File: config.mk
export PLATFORM = sky130hd
export DESIGN_NAME = game_sequencer
export DESIGN_NICKNAME = d
export VERILOG_FILES = /design/src/rtl/mm_pkg.sv /design/src/rtl/turn_thermo.sv /design/src/rtl/game_sequencer.sv
export SDC_FILE = /design/constraint.sdc
export NUM_CORES = 1
export LEC_CHECK = 0
export CAP_MARGIN = 25
export CORE_MARGIN = 1
export CORE_UTILIZATION = 40
export CTS_CLUSTER_DIAMETER = 100
export DETAILED_ROUTE_END_ITERATION = 6
export PLACE_DENSITY = 0.84
export SLEW_MARGIN = 20
export SYNTH_ARGS = -nofsm -noshare
export SYNTH_HDL_FRONTEND = slang
export SYNTH_SLANG_ARGS = --single-unit
File: constraint.sdc
create_clock -name clk -period 3.17 [get_ports clk]
set_input_delay 0.4755 -clock clk [delete_from_list [all_inputs] [get_ports clk]]
set_output_delay 0.4755 -clock clk [all_outputs]
set_load 0.02 [all_outputs]
File: src/rtl/mm_pkg.sv
// Shared definitions for the Mastermind game slice: sequencer states and sizing constants.
package mm_pkg;

    localparam int COLOR_W       = 3;
    localparam int DEF_MAX_TURNS = 8;
    localparam int PEGS          = 4;

    typedef enum logic [2:0] {
        IDLE,
        ARM,
        GUESS,
        SUBMIT,
        SCORE_WAIT,
        WIN,
        LOSE
    } state_t;

endpackage

File: src/rtl/turn_thermo.sv
// Remaining-turn thermometer for the switch LEDs: bit i is lit while i < MAX_TURNS - turn.
module turn_thermo
    import mm_pkg::*;
#(
    parameter int MAX_TURNS = DEF_MAX_TURNS
) (
    input  logic [2:0] turn,
    output logic [7:0] sw_led
);

    always_comb begin
        sw_led = '0;
        for (int i = 0; i < 8; i++) begin
            sw_led[i] = (i < (MAX_TURNS - int'(turn)));
        end
    end

endmodule

File: src/rtl/game_sequencer.sv
// Mastermind game sequencer: latches the secret code, counts turns and handshakes with the scorer.
// Optional duplicate-guess rejection (with dup_flag output) is built when MM_DUP_GUESS_REJECT_EN is defined.
module game_sequencer
    import mm_pkg::*;
#(
    parameter int MAX_TURNS = DEF_MAX_TURNS,
    parameter int COLOR_W   = mm_pkg::COLOR_W
) (
    input  logic               clk,
    input  logic               reset_n,
    input  logic               start,
    input  logic               select,
    input  logic [COLOR_W-1:0] guess0,
    input  logic [COLOR_W-1:0] guess1,
    input  logic [COLOR_W-1:0] guess2,
    input  logic [COLOR_W-1:0] guess3,
    input  logic [COLOR_W-1:0] prng0,
    input  logic [COLOR_W-1:0] prng1,
    input  logic [COLOR_W-1:0] prng2,
    input  logic [COLOR_W-1:0] prng3,
    output logic [COLOR_W-1:0] code0,
    output logic [COLOR_W-1:0] code1,
    output logic [COLOR_W-1:0] code2,
    output logic [COLOR_W-1:0] code3,
    output logic               hist_we,
    output logic [2:0]         hist_addr,
    output logic               score_req,
    input  logic               score_ack,
    input  logic [2:0]         score_black,
    output logic [2:0]         turn,
    output logic [7:0]         sw_led,
`ifdef MM_DUP_GUESS_REJECT_EN
    output logic               dup_flag,
`endif
    output logic               won,
    output logic               lost,
    output logic               game_over
);

    state_t state_q, state_d;
    logic   rst_meta, rst_sync_n;
    logic   ack_win, at_last_turn, dup_reject;

    // Reset asserts asynchronously but releases two edges later, so state never moves on a ragged release.
    always_ff @(posedge clk or negedge reset_n) begin
        if (!reset_n) begin
            rst_meta   <= 1'b0;
            rst_sync_n <= 1'b0;
        end else begin
            rst_meta   <= 1'b1;
            rst_sync_n <= rst_meta;
        end
    end

    assign ack_win      = (score_black == 3'd4);
    assign at_last_turn = (turn == 3'(MAX_TURNS - 1));

`ifdef MM_DUP_GUESS_REJECT_EN
    logic [PEGS*COLOR_W-1:0] guess_vec, last_guess;

    assign guess_vec  = {guess3, guess2, guess1, guess0};
    assign dup_reject = (turn != 3'd0) && (guess_vec == last_guess);

    always_ff @(posedge clk or negedge rst_sync_n) begin
        if (!rst_sync_n) begin
            last_guess <= '0;
            dup_flag   <= 1'b0;
        end else begin
            dup_flag <= (state_q == GUESS) && select && !start && dup_reject;
            if (state_q == ARM) begin
                last_guess <= '0;
            end else if ((state_q == GUESS) && select && !start && !dup_reject) begin
                last_guess <= guess_vec;
            end
        end
    end
`else
    logic unused_guess;

    assign unused_guess = ^{guess3, guess2, guess1, guess0};
    assign dup_reject   = 1'b0;
`endif

    always_ff @(posedge clk or negedge rst_sync_n) begin
        if (!rst_sync_n) begin
            state_q <= IDLE;
        end else begin
            state_q <= state_d;
        end
    end

    // A start pulse aborts any game in progress; start always wins over select or ack.
    always_comb begin
        state_d = state_q;
        case (state_q)
            IDLE, WIN, LOSE: begin
                if (start) state_d = ARM;
            end
            ARM: begin
                state_d = GUESS;
            end
            GUESS: begin
                if (start)                    state_d = ARM;
                else if (select && !dup_reject) state_d = SUBMIT;
            end
            SUBMIT: begin
                if (start) state_d = ARM;
                else       state_d = SCORE_WAIT;
            end
            SCORE_WAIT: begin
                if (start) begin
                    state_d = ARM;
                end else if (score_ack) begin
                    if (ack_win)           state_d = WIN;
                    else if (at_last_turn) state_d = LOSE;
                    else                   state_d = GUESS;
                end
            end
            default: begin
                state_d = IDLE;
            end
        endcase
    end

    // Turn only advances on a non-winning ack that returns to GUESS, so it can never pass MAX_TURNS-1.
    always_ff @(posedge clk or negedge rst_sync_n) begin
        if (!rst_sync_n) begin
            turn  <= '0;
            code0 <= '0;
            code1 <= '0;
            code2 <= '0;
            code3 <= '0;
        end else if (state_q == ARM) begin
            turn  <= '0;
            code0 <= prng0;
            code1 <= prng1;
            code2 <= prng2;
            code3 <= prng3;
        end else if ((state_q == SCORE_WAIT) && (state_d == GUESS)) begin
            turn <= turn + 3'd1;
        end
    end

    assign hist_we   = (state_q == SUBMIT);
    assign hist_addr = turn;
    assign score_req = (state_q == SCORE_WAIT);
    assign won       = (state_q == WIN);
    assign lost      = (state_q == LOSE);
    assign game_over = won | lost;

    turn_thermo #(
        .MAX_TURNS (MAX_TURNS)
    ) u_thermo (
        .turn   (turn),
        .sw_led (sw_led)
    );

endmodule

==> qor.txt <==
routed vias/inst - 4.94
Sink Count - 20
Cell Chain, Critical Path - inv_1 > ha_1 > nand2b_1 > o21ai_0 > nor2_1 > clkdlybuf4s50_1
synthesized instance count - 124
total die area - 2950 um2
drt pass-1 iters - 4
final count of negative-setup-slack endpoints - 0
vias - 978
largest net degree at the start of global routing - 19
Syn Nets - 160
chip width - 54.3 um
P_sw - 0.000560 W
DRC - 0
core area - 2520 um2
RePlAce Congestion - 0.778
Worst-path clk slew - 100 ps
CTS H-tree depth - 1
GRT overflow - 0
Post-CTS Setup Bufs - 0
outcome - finished, final reports clean
sequential power share - 0.347
path category of the worst min-delay check - reg2async
Resized cells post-CTS - 0
Final #Nets - 206
Buf+Inv Stages, Crit Path - 2
max-cap viol count - 0
drt wl/cell - 11.9 um
Clock Power Share - 0.089
Multi-input gate area - 498 um2
Fin. Hold Viols - 0
CTS tree - done
vias in the first global route - 846
Clock Path Buffers - 2
most frequent cells in the layout - clkdlybuf4s50_1, nand2_1, dfrtp_1, inv_1, nor2_1
root buffer cell - clkbuf_4
DP HPWL - 1.79 mm
Cell Area, Synth - 1100 um2
commonest non-fill, non-tap cell in the layout - clkdlybuf4s50_1
synthesis-stage register bit count - 20
Filler Cells Inserted - 218
crit start category - flip-flop
initial antenna violation count - 0
max incr delay on CP - 600 ps
Max IR drop VDD - 0.510 mV
Critical Path AT - 2310 ps
sequential cell area - 500 um2
Peak Freq - 359 MHz
Setup Crit Path Kind - reg2out
Yosys warning total - 0
drt first-iter violations - 14
final setup TNS - 0 ps
Seq/Total Area, Yosys - 0.457
Internal - 0.000744 W
Slew Viols, Final - 0
post-route ant nets - 0
Die H - 54.3 um
DP Cell Count - 195
# hold bufs at CTS - 0
Pwr per Cell Area - 821 nW/um2
first-pass GRT wire length - 3.72 mm
post-route minimum period - 2790 ps
placed cell area - 1570 um2
slew margin rel. - 0.513
Fin Clk Skew - 4.87 ps
Distinct cells, synth - 31
RSZ-0062 raised after global routing - false
P&R area growth vs syn - 45.0%
share of cells above drive strength 1 - 0.0536
highest-delay cell along the critical path - clkdlybuf4s50_1
Mean Syn Cell Area - 8.84 um2
Num CTS Buffers - 3
Final Power - 0.00130 W
crit path max fanout - 12
Lkg Pwr - 0.706 nW
non-filler cells, final - 198
data required time of the worst path - 2690 ps
worst skew pair latency - 290 ps
initial core utilization - 0.435
Ports - 63
Worst Tran Pin Value - 730 ps
FP Rows - 18
Port-buffer cells - 50
Total GRT Usage - 0.177
fin crit share - 0.879
WL final - 2.35 mm
diodes inserted - 0
sw frac - 0.429
CP top delay family - buffers and inverters
Finished Cell Area - 1590 um2
CP Capture Type - output port
Gate power share - 0.564
## final cells by class
type	instances	area share
Inverter	6	0.0142
Clock buffer	3	0.0142
Multi-Input combinational cell	88	0.313
Tap cell	30	0.0236
Timing Repair Buffer	51	0.320
Sequential cell	20	0.315
## metrics by stage
stage | hold slack, ps | utilization | worst slack [ps]
after floorplan | 180 | - | 1060
after detailed placement | 324 | 0.621 | 734
after global placement | 305 | 0.621 | 841
after global routing | 310 | 0.630 | 203
final | 304 | 0.630 | 385
after CTS | 321 | 0.630 | 390
## cell families (layout without fill, tap and decap cells)
kind of cell	Yosys count	count (layout)	share of synthesized area
mux	3	3	0.0274
flops	20	20	0.457
buf+inv	16	60	0.0890
other cells	1	1	0.00342
xor+xnor	2	2	0.0160
fa+ha+maj	4	4	0.0457
compound gates	11	11	0.0708
simple gates	67	67	0.291
## registers in the layout, indices dropped and copies added (netlist names)
register and count:
code0 3, code1 3, code2 3, code3 3
hist_addr 3, rst_meta 1, rst_sync_n 1, state_q 3
## path summary, 6_finish.rpt
| check | start | end | slack, ps | depth (start not counted) |
|---|---|---|---|---|
| setup / recovery | hist_addr[0] | sw_led[4] | 380 | 6 |
| hold / removal | rst_sync_n | code1[2] | 300 | 0 |
| setup reg to reg | hist_addr[0] | hist_addr[2] | 1240 | 5 |
| hold reg to reg | rst_sync_n | code1[2] | 300 | 0 |
| max in group asynchronous | rst_sync_n | code1[0] | 2410 | 0 |
| min in group clk | rst_meta | rst_sync_n | 370 | 0 |
## cell usage after synthesis, drive strengths merged
cell,n,share of area
nor2,6,0.021
nor4,1,0.019
and3,2,0.011
xor2,1,0.0080
inv,6,0.021
nand2b,4,0.023
xnor2,1,0.0080
or3b,2,0.018
a21oi,2,0.0091
o21ai,3,0.014
o21ba,1,0.0091
and3b,1,0.0080
buf,9,0.065
nor3,3,0.014
dfrtp,20,0.46
nand2,45,0.15
mux2i,3,0.027
a41o,1,0.0091
a31o,1,0.0080
o211ai,1,0.0069
o311ai,1,0.0080
nor3b,2,0.018
o31ai,1,0.0069
conb,1,0.0034
ha,4,0.046
clkbuf,1,0.0034
nand3,1,0.0046
## power by group through the flow
stage                     logic (W)  registers (W)  clock network (W)
after floorplan            0.000414       0.000505                  0
after global placement     0.000718       0.000450                  0
after detailed placement   0.000742       0.000456                  0
after CTS                  0.000744       0.000453           0.000121
after global routing       0.000808       0.000467           0.000130
final                      0.000736       0.000453           0.000116
## layer usage
metal / vias to the layer above / GRT usage / share of wire
li1: 481 / - / -
met1: 457 / 0.211 / 0.41
met2: 38 / 0.303 / 0.50
met3: 2 / 0.0472 / 0.088
met4: 0 / 0.0641 / 0.0089
met5: - / 0 / 0
No activity file was read; power rests on OpenSTA's default activity.
